==> src/rtl/fadd_pkg.sv <==
// rtl/fadd_pkg.sv - shared floating-point add datapath widths and helpers
//
// Purpose: default mantissa/exponent widths for the FP add datapath and a
// behavioural leading-one index helper for use by other arithmetic blocks.
// Ports: none (package).

package fadd_pkg;

  localparam int MANT_W    = 10;
  localparam int EXP_W     = 5;
  localparam int LOD_MAX_W = 64;

  // Index of the highest set bit of vec; 0 when vec is all zeros.
  function automatic int lod_index(input logic [LOD_MAX_W-1:0] vec);
    int idx;
    idx = 0;
    for (int i = 0; i < LOD_MAX_W; i++) begin
      if (vec[i]) idx = i;
    end
    return idx;
  endfunction

endpackage

==> src/rtl/lod_find.sv <==
// rtl/lod_find.sv - combinational tree-structured leading-one finder
//
// Purpose: finds the index of the most-significant set bit of vec_i.
// Ports:
//   vec_i   in  WIDTH  vector to search
//   pos_o   out POS_W  index of the leading one (0 when vec_i is zero)
//   zero_o  out 1      vec_i is all zeros

module lod_find import fadd_pkg::*; #(
  parameter int  WIDTH = MANT_W,
  localparam int POS_W = $clog2(WIDTH)
) (
  input  logic [WIDTH-1:0] vec_i,
  output logic [POS_W-1:0] pos_o,
  output logic             zero_o
);

  // Heap-ordered binary tree: node n has children 2n (lower bits) and 2n+1
  // (upper bits); leaves live at LEAVES+k for bit k. Each node carries the
  // absolute index of the leading one in its subtree, so the root is the answer.
  localparam int LEAVES = 1 << POS_W;

  logic             node_v [1:2*LEAVES-1];
  logic [POS_W-1:0] node_p [1:2*LEAVES-1];

  genvar k, n;
  for (k = 0; k < LEAVES; k++) begin : g_leaf
    if (k < WIDTH) begin : g_real
      assign node_v[LEAVES+k] = vec_i[k];
    end else begin : g_pad
      assign node_v[LEAVES+k] = 1'b0;
    end
    assign node_p[LEAVES+k] = POS_W'(k);
  end

  // Upper half wins when it holds any one; an empty tree falls through to leaf 0.
  for (n = 1; n < LEAVES; n++) begin : g_node
    assign node_v[n] = node_v[2*n+1] | node_v[2*n];
    assign node_p[n] = node_v[2*n+1] ? node_p[2*n+1] : node_p[2*n];
  end

  assign zero_o = ~node_v[1];
  assign pos_o  = node_p[1];

endmodule

==> src/rtl/lod_normalizer.sv <==
// rtl/lod_normalizer.sv - two-stage pipelined leading-one normaliser
//
// Purpose: locates the leading one of an unnormalised mantissa, shifts it to
// the MSB and lowers the exponent to match, clamping at exponent zero
// (denormal result). Valid/ready handshake on both sides, capacity 2 beats.
// Ports:
//   clk, reset            clock, synchronous active-high reset
//   in_valid/in_ready     input handshake
//   in_mant, in_exp       unnormalised mantissa, biased exponent
//   out_valid/out_ready   output handshake
//   out_mant, out_exp     normalised mantissa, adjusted exponent
//   out_pos, out_shift    leading-one index, applied left shift
//   out_zero, out_denorm  input was zero, shift clamped by exponent

module lod_normalizer #(
  parameter int  WIDTH = fadd_pkg::MANT_W,
  parameter int  EXP_W = fadd_pkg::EXP_W,
  localparam int POS_W = $clog2(WIDTH)
) (
  input  logic             clk,
  input  logic             reset,
  input  logic             in_valid,
  output logic             in_ready,
  input  logic [WIDTH-1:0] in_mant,
  input  logic [EXP_W-1:0] in_exp,
  output logic             out_valid,
  input  logic             out_ready,
  output logic [WIDTH-1:0] out_mant,
  output logic [EXP_W-1:0] out_exp,
  output logic [POS_W-1:0] out_pos,
  output logic [POS_W-1:0] out_shift,
  output logic             out_zero,
  output logic             out_denorm
);

  localparam int CMP_W = (EXP_W > POS_W) ? EXP_W : POS_W;

  logic [POS_W-1:0] lod_pos;
  logic             lod_zero;

  lod_find #(.WIDTH(WIDTH)) u_lod_find (
    .vec_i  (in_mant),
    .pos_o  (lod_pos),
    .zero_o (lod_zero)
  );

  // Stage 1 state
  logic             s1_v_q;
  logic [WIDTH-1:0] s1_mant_q;
  logic [EXP_W-1:0] s1_exp_q;
  logic [POS_W-1:0] s1_pos_q;
  logic             s1_zero_q;

  // Stage 2 state (drives the outputs directly)
  logic             s2_v_q;
  logic [WIDTH-1:0] s2_mant_q,   s2_mant_d;
  logic [EXP_W-1:0] s2_exp_q,    s2_exp_d;
  logic [POS_W-1:0] s2_pos_q;
  logic [POS_W-1:0] s2_shift_q,  s2_shift_d;
  logic             s2_zero_q;
  logic             s2_denorm_q, s2_denorm_d;

  logic             s1_adv, s2_adv;
  logic [POS_W-1:0] req;
  logic [CMP_W-1:0] req_ext, exp_ext;

  assign s2_adv   = ~s2_v_q | out_ready;
  assign s1_adv   = ~s1_v_q | s2_adv;
  assign in_ready = s1_adv;

  // Shift needed to bring the leading one to the MSB, limited by how far the
  // exponent can drop before reaching zero.
  always_comb begin
    req         = POS_W'(WIDTH - 1) - s1_pos_q;
    req_ext     = CMP_W'(req);
    exp_ext     = CMP_W'(s1_exp_q);
    s2_shift_d  = '0;
    s2_exp_d    = '0;
    s2_denorm_d = 1'b0;
    if (s1_zero_q) begin
      s2_shift_d = '0;
    end else if (req_ext >= exp_ext) begin
      // exp < WIDTH here, so it fits in the shift field.
      s2_shift_d  = POS_W'(exp_ext);
      s2_denorm_d = 1'b1;
    end else begin
      s2_shift_d = req;
      s2_exp_d   = s1_exp_q - EXP_W'(req_ext);
    end
    s2_mant_d = s1_mant_q << s2_shift_d;
  end

  always_ff @(posedge clk) begin
    if (reset) begin
      s1_v_q      <= 1'b0;
      s1_mant_q   <= '0;
      s1_exp_q    <= '0;
      s1_pos_q    <= '0;
      s1_zero_q   <= 1'b0;
      s2_v_q      <= 1'b0;
      s2_mant_q   <= '0;
      s2_exp_q    <= '0;
      s2_pos_q    <= '0;
      s2_shift_q  <= '0;
      s2_zero_q   <= 1'b0;
      s2_denorm_q <= 1'b0;
    end else begin
      if (s1_adv) begin
        s1_v_q <= in_valid;
        if (in_valid) begin
          s1_mant_q <= in_mant;
          s1_exp_q  <= in_exp;
          s1_pos_q  <= lod_pos;
          s1_zero_q <= lod_zero;
        end
      end
      if (s2_adv) begin
        s2_v_q <= s1_v_q;
        if (s1_v_q) begin
          s2_mant_q   <= s2_mant_d;
          s2_exp_q    <= s2_exp_d;
          s2_pos_q    <= s1_pos_q;
          s2_shift_q  <= s2_shift_d;
          s2_zero_q   <= s1_zero_q;
          s2_denorm_q <= s2_denorm_d;
        end
      end
    end
  end

  assign out_valid  = s2_v_q;
  assign out_mant   = s2_mant_q;
  assign out_exp    = s2_exp_q;
  assign out_pos    = s2_pos_q;
  assign out_shift  = s2_shift_q;
  assign out_zero   = s2_zero_q;
  assign out_denorm = s2_denorm_q;

endmodule

==> config.mk <==
export PLATFORM = sky130hd
export DESIGN_NAME = lod_normalizer
export DESIGN_NICKNAME = d
export VERILOG_FILES = /design/src/rtl/fadd_pkg.sv /design/src/rtl/lod_find.sv /design/src/rtl/lod_normalizer.sv
export SDC_FILE = /design/constraint.sdc
export NUM_CORES = 1
export LEC_CHECK = 0
export CAP_MARGIN = 0
export CORE_ASPECT_RATIO = 0.7
export CORE_MARGIN = 3
export CORE_UTILIZATION = 45
export DETAILED_ROUTE_END_ITERATION = 10
export PLACE_DENSITY_LB_ADDON = 0.2
export SLEW_MARGIN = 30
export SYNTH_ARGS = -nofsm -noshare
export SYNTH_HDL_FRONTEND = slang
export SYNTH_SLANG_ARGS = --single-unit
==> constraint.sdc <==
create_clock -name clk -period 3.6 [get_ports clk]
set_input_delay 0.9 -clock clk [delete_from_list [all_inputs] [get_ports clk]]
set_output_delay 0.9 -clock clk [all_outputs]
set_load 0.02 [all_outputs]
==> results of run 1 <==
==> metrics by stage <==
step	instance area (um2)	power, uW	hold slack (ns)	util, %	setup WS, ns
2_1_floorplan	2430	782	0.432	-	0.598
3_3_place_gp	2970	876	0.439	59.5	0.399
3_5_place_dp	2970	880	0.446	59.5	0.288
4_1_cts	3070	1220	0.458	61.5	0.273
5_1_grt	3070	1270	0.475	61.5	0.0599
6_report	3070	1210	0.453	61.5	0.257
==> final cells by class <==
cell class	count	area share, %
Timing Repair Buffer	56	17.4
Sequential cell	47	30.7
Tap cell	69	2.81
Clock buffer	8	3.26
Inverter	11	1.35
Multi-Input combinational cell	220	44.6
==> cells in the final DEF (no fill, tap or decap), types with 3 or more instances in the layout <==
cell type / synthesis / routed
a21oi_1: 43 / 43
a22oi_1: 3 / 3
o21a_1: 3 / 3
inv_1: 11 / 11
dfxtp_1: 47 / 47
nor2_1: 34 / 34
nor4_1: 5 / 5
mux2_2: 5 / 5
nand3_1: 6 / 6
ha_1: 5 / 5
nor3_1: 6 / 6
clkdlybuf4s50_1: 0 / 45
nor2b_1: 5 / 5
nand2_1: 51 / 51
buf_4: 1 / 11
o211ai_1: 8 / 8
mux2i_1: 5 / 5
clkbuf_8: 0 / 7
mux4_1: 4 / 4
a21o_1: 3 / 3
==> sequential cells by signal, summed over array words and instances, names as in the netlist <==
name        flops
out_mant       10
s1_mant_q      10
exp_ext         5
out_exp         5
out_pos         4
out_shift       4
s1_pos_q        4
out_denorm      1
out_valid       1
out_zero        1
s1_v_q          1
s1_zero_q       1
==> worst register-to-register path: cells and delay by family, from the launching register on <==
kind | cells | cell delay (ns)
compound gates | 5 | 1.18
fa+ha+maj | 2 | 0.54
buf+inv | 1 | 0.10
xor+xnor | 1 | 0.30
simple gates | 1 | 0.14
mux | 1 | 0.56
flops | 1 | 0.40
==> routing by layer <==
layer / vias to the layer above / share of wire (%) / track usage, %
met4: 0 / 0.63 / 4.32
met5: - / 0 / 0
met3: 4 / 7.6 / 4.45
li1: 1138 / - / -
met1: 1017 / 55 / 29.7
met2: 69 / 37 / 24.5
==> cells by family after synthesis <==
kind of cell               after synthesis  share of synthesized area [%]
and+or+nand+nor                        119                           21.6
adders and majority gates                6                           3.40
AOI/OAI and AO/OA                       76                           20.0
buffers and inverters                   29                           4.99
muxes                                   16                           10.2
xor gates and xnor gates                 3                           1.08
DFF                                     47                           38.7
==> how the worst min path moves through the flow <==
stage / to / slack [ns] / cells past startpoint
after CTS: out_pos[1] / 0.46 / 2
after detailed placement: out_mant[2] / 0.45 / 2
after global routing: out_zero / 0.48 / 2
final: out_mant[2] / 0.45 / 2
after floorplan: s1_mant_q[9] / 0.43 / 2
after global placement: out_exp[2] / 0.44 / 2
==> power groups by stage <==
stage | clock network, uW | logic [uW] | registers [uW]
6_report | 340 | 305 | 566
3_3_place_gp | 0 | 299 | 577
2_1_floorplan | 0 | 196 | 586
3_5_place_dp | 0 | 302 | 578
4_1_cts | 349 | 303 | 565
5_1_grt | 369 | 332 | 569
==> summary.txt, run 1 <==
Place
  – Cells after DPL: 403
  – Detail Placement HPWL: 4.33 mm
  – Port bufs: 45
  – Global placement routability congestion: 0.904

Finish
  – FF+latch area: 941 um2
  – Share of cells above drive strength 1: 8.77%
  – Fin cells: 411
  – Fin nets: 366
  – Multi-input gate area: 1370 um2
  – Area growth syn-to-layout: 26.3%
  – Antenna diodes: 0
  – Fillers: 462

GRT
  – Global Route Usage Sum: 18.6%
  – Global-route wire length before repair: 9.21 mm
  – Total gr overflow: 0
  – Largest net degree at the start of global routing: 27
  – Initial antenna violation count: 0
  – Vias in the first global route: 1853

Drt
  – Wirelength per Cell: 13.9 um
  – DRT antenna net count: 0
  – Vias: 2228
  – Starting DRT DRC Count: 130
  – First-pass DRT Iterations: 4
  – Via density: 5.42
  – DRC viols: 0
  – Routed WL: 5.73 mm

Worst setup path
  – Crit Path Class: reg -> reg
  – Reg-to-reg critical path endpoint: out_mant[6]
  – WP data required: 3.79 ns
  – Critical path's slowest cell: mux4_2
  – Startpoint type of the worst setup path: flip-flop
  – Cells along the critical path: inv_1 -> ha_1 -> xnor2_1 -> ha_1 -> o21a_1 -> o31a_4 -> o211ai_1 -> o21a_1 -> mux4_2 -> nor2b_1 -> a221o_1
  – R2R cell count: 11
  – Arrival time worst endpoint: 3.53 ns
  – Reg2reg start: s1_pos_q[1]
  – Critical path's top delay family: compound AO/OA/AOI/OAI gates
  – CP max FO: 11
  – Worst path max stage delay: 0.56 ns
  – Critical path depth in cells: 11
  – Crit path from: s1_pos_q[1]
  – Reg2reg setup slack: 0.26 ns
  – Critical Path End: out_mant[6]
  – Buffers plus inverters on the worst setup path: 1
  – Worst Setup End Kind: flip-flop

Clock tree
  – CTS tree: built
  – Post-CTS Setup Bufs: 0
  – Longest Clk Path Bufs: 2
  – PostCTS Resize Cnt: 0
  – Worst-Skew Late Latency: 0.29 ns
  – Root Buffer: clkbuf_8
  – Number of hold buffers added after cts: 0
  – H-tree depth reported by CTS: 2
  – Clock-pin slew of the registers on the worst-case setup and hold paths: 0.08 ns
  – Clock buffer count from CTS: 5
  – TritonCTS Sinks: 47

STA
  – Final period util: 92.9%
  – Period minus WS final: 3.34 ns
  – Unrepaired setup endpoints after global routing: no
  – Final TNS setup: 0 ns
  – Fmax: 299 MHz
  – Slew margin rel.: 51.7%
  – Hold Vio Cnt, Final: 0
  – Setup Skew: 0.00425 ns
  – Final setup fails: 0
  – Worst-margin pin slew: 0.722 ns
  – Slew Limit Fails: 0

Synthesis
  – FFs w/ async S/R, synth: 0%
  – Ys Warns: 0
  – Post-Syn Area: 2430 um2
  – Syn_area_per_cell: 8.21 um2
  – Dominant cell by count in the synthesized netlist: nand2_1
  – Yosys reg bits: 47
  – Top_reg_cell synth: dfxtp_1
  – Top cells by count, synth: nand2_1 (51), dfxtp_1 (47), a21oi_1 (43)
  – Leading area contributor after synthesis: dfxtp_1
  – Post-synth EDFFs: 0
  – Synth top area share: 38.7%
  – Cells after Synth: 296
  – Sequential share of the synthesized area: 38.7%
  – Area contributors post-synth: dfxtp_1 (39%), a21oi_1 (8.9%), nand2_1 (7.9%)
  – Syn_nets: 321
  – Yosys cell types: 47

Floorplanning
  – Initial core utilization: 48.7%
  – Num rows: 21
  – Io pins: 46
  – Die Y: 67.5 um
  – Overall die width: 93.8 um
  – Core ar.: 4990 um2
  – Die area: 6330 um2

Power and ir drop
  – Net Sw Power: 345 uW
  – Pwr Density: 394 nW/um2
  – Pleak: 0.00116 uW
  – Flop pwr share: 46.8%
  – P_int: 865 uW
  – Combinational group share of total power: 25.2%
  – Switching share of power: 28.5%
  – Worst vdd ir: 0.267 mV
  – Clock power share: 28.1%

Hold path
  – Hold_sp: out_mant[2]
  – HP Class: reg -> reg

Flow run
  – Max-cap check violation count: 0

Status
  – Outcome: finished clean
(Power assumes the default switching activity.)
==> run 2, diff against run 1 <==
--- a/config.mk
+++ b/config.mk
@@ -14,4 +14,5 @@
 export SLEW_MARGIN = 30
 export SYNTH_ARGS = -nofsm -noshare
 export SYNTH_HDL_FRONTEND = slang
+export SYNTH_HIERARCHICAL = 1
 export SYNTH_SLANG_ARGS = --single-unit
==> summary.txt, run 2 <==
Drt
  – DRT antenna net count: 0 (unchanged)
  – Vias: 2290 (+2.8%)
  – First-pass DRT Iterations: 4 (unchanged)
  – Wirelength per Cell: 14.3 um (+2.4%)
  – Routed WL: 6.04 mm (+5.4%)
  – Via density: 5.41 (-0.13%)
  – DRC viols: 0 (unchanged)
  – Starting DRT DRC Count: 155 (+19%)

STA
  – Worst-margin pin slew: 0.788 ns (+0.0660 ns)
  – Unrepaired setup endpoints after global routing: no
  – Final TNS setup: 0 ns (unchanged)
  – Setup Skew: 0.00383 ns (-0.000421 ns)
  – Slew Limit Fails: 0 (unchanged)
  – Final period util: 89.5% (-3.4 points)
  – Period minus WS final: 3.22 ns (-0.121 ns)
  – Fmax: 310 MHz (+3.7%)
  – Final setup fails: 0 (unchanged)
  – Hold Vio Cnt, Final: 0 (unchanged)
  – Slew margin rel.: 47.5% (-4.3 points)

Worst setup path
  – Reg-to-reg critical path endpoint: out_mant[7]
  – Arrival time worst endpoint: 3.43 ns (-0.10 ns)
  – Crit Path Class: reg -> reg
  – Critical path's top delay family: simple AND/OR/NAND/NOR gates
  – Critical path depth in cells: 11 (unchanged)
  – R2R cell count: 11 (unchanged)
  – Startpoint type of the worst setup path: flip-flop
  – WP data required: 3.80 ns (about the same)
  – Critical path's slowest cell: dfxtp_1
  – Reg2reg setup slack: 0.38 ns (+0.12 ns)
  – Reg2reg start: s1_pos_q[1]
  – Crit path from: s1_pos_q[1]
  – Most frequent CP cell: ha_1
  – CP max FO: 7 (-4)
  – Worst path max stage delay: 0.42 ns (-0.14 ns)
  – Worst Setup End Kind: flip-flop
  – Cells along the critical path: inv_1 -> ha_1 -> xnor2_1 -> ha_1 -> nand4_2 -> o211ai_2 -> and3_4 -> nor2_4 -> mux2_4 -> or3_1 -> a32o_1
  – Critical Path End: out_mant[7]
  – Buffers plus inverters on the worst setup path: 1 (unchanged)

Place
  – Port bufs: 45 (unchanged)
  – Global placement routability congestion: 0.898 (-0.59%)
  – Cells after DPL: 415 (+3.0%)
  – Detail Placement HPWL: 4.56 mm (+5.3%)
  – Placed Area: 2970 um2 (about the same)

Finish
  – Area growth syn-to-layout: 23.6%
  – FF+latch area: 941 um2 (unchanged)
  – Share of cells above drive strength 1: 9.32% (+0.55 points)
  – Fin cells: 423 (+2.9%)
  – Fillers: 487 (+5.4%)
  – Fin area: 3080 um2 (+0.20%)
  – Commonest cells after routing, fill and taps aside: nand2_1 (69), dfxtp_1 (47), clkdlybuf4s50_1 (45)
  – Commonest non-fill, non-tap cell in the layout: nand2_1
  – Antenna diodes: 0 (unchanged)
  – Multi-input gate area: 1440 um2 (+5.1%)
  – Fin nets: 378 (+3.3%)

Synthesis
  – Top_reg_cell synth: dfxtp_1
  – Area contributors post-synth: dfxtp_1 (38%), nand2_1 (10%), a21oi_1 (8.2%)
  – Yosys reg bits: 47 (unchanged)
  – Syn_nets: 338 (+5.3%)
  – FFs w/ async S/R, synth: 0% (unchanged)
  – Ys Warns: 6 (+6)
  – Syn_area_per_cell: 7.95 um2 (-3.2%)
  – Top cells by count, synth: nand2_1 (69), dfxtp_1 (47), a21oi_1 (41)
  – Post-synth EDFFs: 0 (unchanged)
  – Synth top area share: 37.8% (-0.90 points)
  – Leading area contributor after synthesis: dfxtp_1
  – Cells after Synth: 313 (+5.7%)
  – Post-Syn Area: 2490 um2 (+2.4%)
  – Sequential share of the synthesized area: 37.8% (-0.90 points)
  – Dominant cell by count in the synthesized netlist: nand2_1
  – Yosys cell types: 58 (+23%)

GRT
  – Global Route Usage Sum: 19.2% (+0.61 points)
  – Largest net degree at the start of global routing: 41 (+52%)
  – Total gr overflow: 0 (unchanged)
  – Global-route wire length before repair: 9.58 mm (+4.0%)
  – Vias in the first global route: 2012 (+8.6%)
  – Initial antenna violation count: 0 (unchanged)

Clock tree
  – Root Buffer: clkbuf_8
  – Post-CTS Setup Bufs: 0 (unchanged)
  – TritonCTS Sinks: 47 (unchanged)
  – Clock buffer count from CTS: 5 (unchanged)
  – H-tree depth reported by CTS: 2 (unchanged)
  – CTS tree: built
  – PostCTS Resize Cnt: 0 (unchanged)
  – Clock-pin slew of the registers on the worst-case setup and hold paths: 0.08 ns (about the same)
  – Number of hold buffers added after cts: 0 (unchanged)
  – Worst-Skew Late Latency: 0.31 ns (+0.02 ns)
  – Longest Clk Path Bufs: 2 (unchanged)

Hold path
  – HP Class: reg -> reg

Floorplanning
  – Overall die width: 94.9 um (+1.1%)
  – Die area: 6470 um2 (+2.2%)
  – Core ar.: 5040 um2 (+1.1%)
  – Num rows: 21 (unchanged)
  – Initial core utilization: 49.3% (+0.63 points)
  – Die Y: 68.2 um (+1.1%)
  – Io pins: 46 (unchanged)

Power and ir drop
  – Pleak: 0.00116 uW (about the same)
  – Total chip power: 1210 uW (about the same)
  – Worst vdd ir: 0.182 mV (-32%)
  – Pwr Density: 394 nW/um2 (-0.18%)

Status
  – Outcome: finished clean

Flow run
  – Max-cap check violation count: 0 (unchanged)
==> run 2: metrics by stage <==
step           hold slack (ns)  setup slack [ns]  util, %
2_1_floorplan            0.436             0.677        -
3_3_place_gp             0.440             0.440     58.9
3_5_place_dp             0.448             0.330     58.9
4_1_cts                  0.459             0.310     60.9
5_1_grt                  0.467             0.127     61.0
6_report                 0.457             0.378     61.0
==> run 2: how the worst min path moves through the flow <==
stage                startpoint          end  slack, ns  cells past startpoint
detailed placement  out_mant[1]  out_mant[1]       0.45                      2
global placement    out_mant[1]  out_mant[1]       0.44                      2
floorplan            exp_ext[0]   exp_ext[0]       0.44                      2
global route        out_mant[1]  out_mant[1]       0.47                      2
finish              out_mant[2]  out_mant[2]       0.46                      2
CTS                 out_mant[1]  out_mant[1]       0.46                      2
==> run 2: power by group <==
part           internal [uW]  switching (uW)
Clock                    175             175
Sequential               545            19.0
Combinational            126             170
==> run 2: area by class of cell <==
type | count | share of cell area [%]
tap | 69 | 2.81
multi-input combinational | 241 | 46.7
clock buffer | 8 | 3.25
inverter | 10 | 1.22
timing repair buffer | 48 | 15.4
sequential | 47 | 30.6
==> run 2: logic make-up after synthesis <==
logic type                 after synthesis  share of synthesized area, %
buffers and inverters                   25                          4.53
adders and majority gates                6                          3.32
xor gates and xnor gates                 4                          1.41
DFF                                     47                          37.8
AOI/OAI and AO/OA                       86                          23.5
and+or+nand+nor                        138                          25.9
muxes                                    7                          3.52
==> run 2: worst register-to-register path: stages (launching register included) <==
cell	delay [ns]
dfxtp_1	0.42
inv_1	0.09
ha_1	0.19
xnor2_1	0.29
ha_1	0.38
nand4_2	0.21
o211ai_2	0.20
and3_4	0.22
nor2_4	0.20
mux2_4	0.35
or3_1	0.31
a32o_1	0.25
==> run 2: routing by layer <==
metal | track usage [%] | up-vias | part of all wire, %
met2 | 27.8 | 69 | 39
li1 | - | 1173 | -
met4 | 7.55 | 0 | 1.5
met3 | 4.18 | 10 | 6.3
met5 | 0 | - | 0
met1 | 27.7 | 1038 | 53
==> run 3, diff against run 2 <==
--- a/config.mk
+++ b/config.mk
@@ -10,7 +10,7 @@
 export CORE_MARGIN = 3
 export CORE_UTILIZATION = 45
 export DETAILED_ROUTE_END_ITERATION = 10
-export PLACE_DENSITY_LB_ADDON = 0.2
+export PLACE_DENSITY = 0.7
 export SLEW_MARGIN = 30
 export SYNTH_ARGS = -nofsm -noshare
 export SYNTH_HDL_FRONTEND = slang
==> constraint.sdc (replaced) <==
create_clock -name clk -period 3.6 [get_ports clk]
set_input_delay 0.36 -clock clk [delete_from_list [all_inputs] [get_ports clk]]
set_output_delay 0.36 -clock clk [all_outputs]
set_load 0.02 [all_outputs]
==> summary.txt, run 3 (synthesis results as in run 2) <==
Worst setup path
  – Reg2reg start: s1_pos_q[1]
  – Crit path from: s1_pos_q[1]
  – Worst path max stage delay: 0.42 ns (about the same)
  – Arrival time worst endpoint: 3.40 ns (-0.03 ns)
  – Startpoint type of the worst setup path: flip-flop
  – WP data required: 3.76 ns (-0.04 ns)
  – CP max FO: 12 (+5)
  – Crit Path Class: reg -> reg
  – Cells along the critical path: inv_1 -> ha_1 -> xnor2_1 -> ha_1 -> nand4_2 -> a21o_2 -> o21ai_0 -> a21o_1 -> nand2_1 -> a2111oi_1 -> nor4_1
  – Critical path's slowest cell: dfxtp_1
  – Worst Setup End Kind: flip-flop
  – Most frequent CP cell: ha_1

Power and ir drop
  – Total chip power: 1160 uW (-4.0%)
  – Net Sw Power: 354 uW (-2.9%)
  – Switching share of power: 30.4% (+0.36 points)
  – Flop pwr share: 48.5% (+1.9 points)
  – Clock power share: 25.6% (-3.3 points)
  – Pwr Density: 380 nW/um2 (-3.5%)
  – Worst vdd ir: 0.191 mV (+4.7%)
  – P_int: 808 uW (-4.5%)
  – Combinational group share of total power: 25.8% (+1.3 points)
  – Pleak: 0.00115 uW (-0.82%)

Finish
  – Fillers: 476 (-2.3%)
  – Area growth syn-to-layout: 22.9%
  – Commonest cells after routing, fill and taps aside: nand2_1 (69), dfxtp_1 (47), clkdlybuf4s50_1 (45)
  – Fin nets: 378 (unchanged)
  – Share of cells above drive strength 1: 9.04% (-0.28 points)
  – Commonest non-fill, non-tap cell in the layout: nand2_1
  – Antenna diodes: 0 (unchanged)

GRT
  – Initial antenna violation count: 0 (unchanged)
  – Global Route Usage Sum: 20.2% (+0.98 points)
  – Largest net degree at the start of global routing: 46 (+12%)
  – Global-route wire length before repair: 10.3 mm (+7.8%)
  – Total gr overflow: 0 (unchanged)
  – Vias in the first global route: 2154 (+7.1%)

Clock tree
  – Clock-pin slew of the registers on the worst-case setup and hold paths: 0.08 ns (about the same)
  – CTS tree: built
  – Post-CTS Setup Bufs: 0 (unchanged)
  – TritonCTS Sinks: 47 (unchanged)
  – Longest Clk Path Bufs: 2 (unchanged)
  – Worst-Skew Late Latency: 0.29 ns (-0.02 ns)
  – PostCTS Resize Cnt: 0 (unchanged)
  – Root Buffer: clkbuf_8
  – H-tree depth reported by CTS: 2 (unchanged)
  – Clock buffer count from CTS: 5 (unchanged)
  – Number of hold buffers added after cts: 0 (unchanged)

Floorplanning
  – Num rows: 21 (unchanged)
  – Die area: 6470 um2 (unchanged)
  – Initial core utilization: 49.3% (unchanged)
  – Die Y: 68.2 um (unchanged)
  – Overall die width: 94.9 um (unchanged)
  – Io pins: 46 (unchanged)
  – Core ar.: 5040 um2 (unchanged)

STA
  – Setup Skew: 0.00473 ns (+0.000898 ns)
  – Final period util: 90.1% (+0.58 points)
  – Worst-margin pin slew: 0.724 ns (-0.0641 ns)
  – Unrepaired setup endpoints after global routing: no
  – Slew margin rel.: 51.7% (+4.3 points)
  – Fmax: 308 MHz (-0.65%)
  – Hold Vio Cnt, Final: 0 (unchanged)
  – Final TNS setup: 0 ns (unchanged)
  – Slew Limit Fails: 0 (unchanged)
  – Final setup fails: 0 (unchanged)
  – Period minus WS final: 3.24 ns (+0.0210 ns)

Hold path
  – Hold_sp: out_mant[1]
  – HP Class: reg -> reg

Drt
  – DRT antenna net count: 0 (unchanged)
  – Wirelength per Cell: 14.5 um (+1.4%)
  – Vias: 2332 (+1.8%)
  – DRC viols: 0 (unchanged)
  – Routed WL: 6.13 mm (+1.4%)
  – Via density: 5.51 (+1.8%)
  – Starting DRT DRC Count: 143 (-7.7%)
  – First-pass DRT Iterations: 4 (unchanged)

Place
  – Global placement routability congestion: 0.934 (+4.0%)
  – Detail Placement HPWL: 4.63 mm (+1.4%)
  – Port bufs: 45 (unchanged)

Status
  – Outcome: finished clean

Flow run
  – Max-cap check violation count: 0 (unchanged)
## run 3: cell types whose count changed in the layout (fill, tap and decap cells not counted)
cell	delta
a2111oi_1	+1
clkinv_2	+1
a2111oi_0	-1
clkbuf_8	-2
clkbuf_1	+1
## run 3: metal layers
metal,track usage (%),routed length (um)
met5,0,0
met4,3.24,21
met3,4.29,354
met2,30.2,2460
met1,30.2,3290
## run 3: critical path, delay by kind of cell, from the launching register on
kind,cells,cell delay (ns)
AOI/OAI and AO/OA,4,1.40
adders and majority gates,2,0.61
DFF,1,0.42
and+or+nand+nor,3,0.40
xor gates and xnor gates,1,0.18
buffers and inverters,1,0.09
## run 3: area by class of cell
cell class                      count  area [um2]  area share [%]
Clock buffer                        7        76.3            2.50
Clock inverter                      1        5.00           0.164
Inverter                           10        37.5            1.23
Multi-Input combinational cell    241        1440            47.1
Sequential cell                    47         941            30.8
Tap cell                           69        86.3            2.82
Timing Repair Buffer               48         473            15.5
## run 3: worst paths after layout
| kind | endpoint | slack (ns) | cells past startpoint |
|---|---|---|---|
| hold / removal | out_mant[1] | 0.45 | 2 |
| setup / recovery | out_mant[9] | 0.36 | 11 |
| hold reg to reg | out_mant[1] | 0.45 | 2 |
| setup reg to reg | out_mant[9] | 0.36 | 11 |
## run 3: power groups by stage
stage          sequential (uW)  combinational, uW  clock (uW)
4_1_cts                    564                296         310
3_3_place_gp               575                292           0
2_1_floorplan              586                189           0
6_report                   564                300         298
3_5_place_dp               576                294           0
5_1_grt                    567                327         332
## run 3: per-stage QoR
| step | instances | setup WS, ns | utilization, % | cell area (um2) | hold WS [ns] |
|---|---|---|---|---|---|
| after floorplan | 313 | 0.677 | - | 2490 | 0.436 |
| after global placement | 415 | 0.360 | 58.9 | 2970 | 0.442 |
| after detailed placement | 415 | 0.215 | 58.9 | 2970 | 0.445 |
| after CTS | 423 | 0.179 | 60.5 | 3050 | 0.456 |
| after global routing | 423 | 0.0629 | 60.6 | 3060 | 0.476 |
| final | 423 | 0.357 | 60.6 | 3060 | 0.454 |
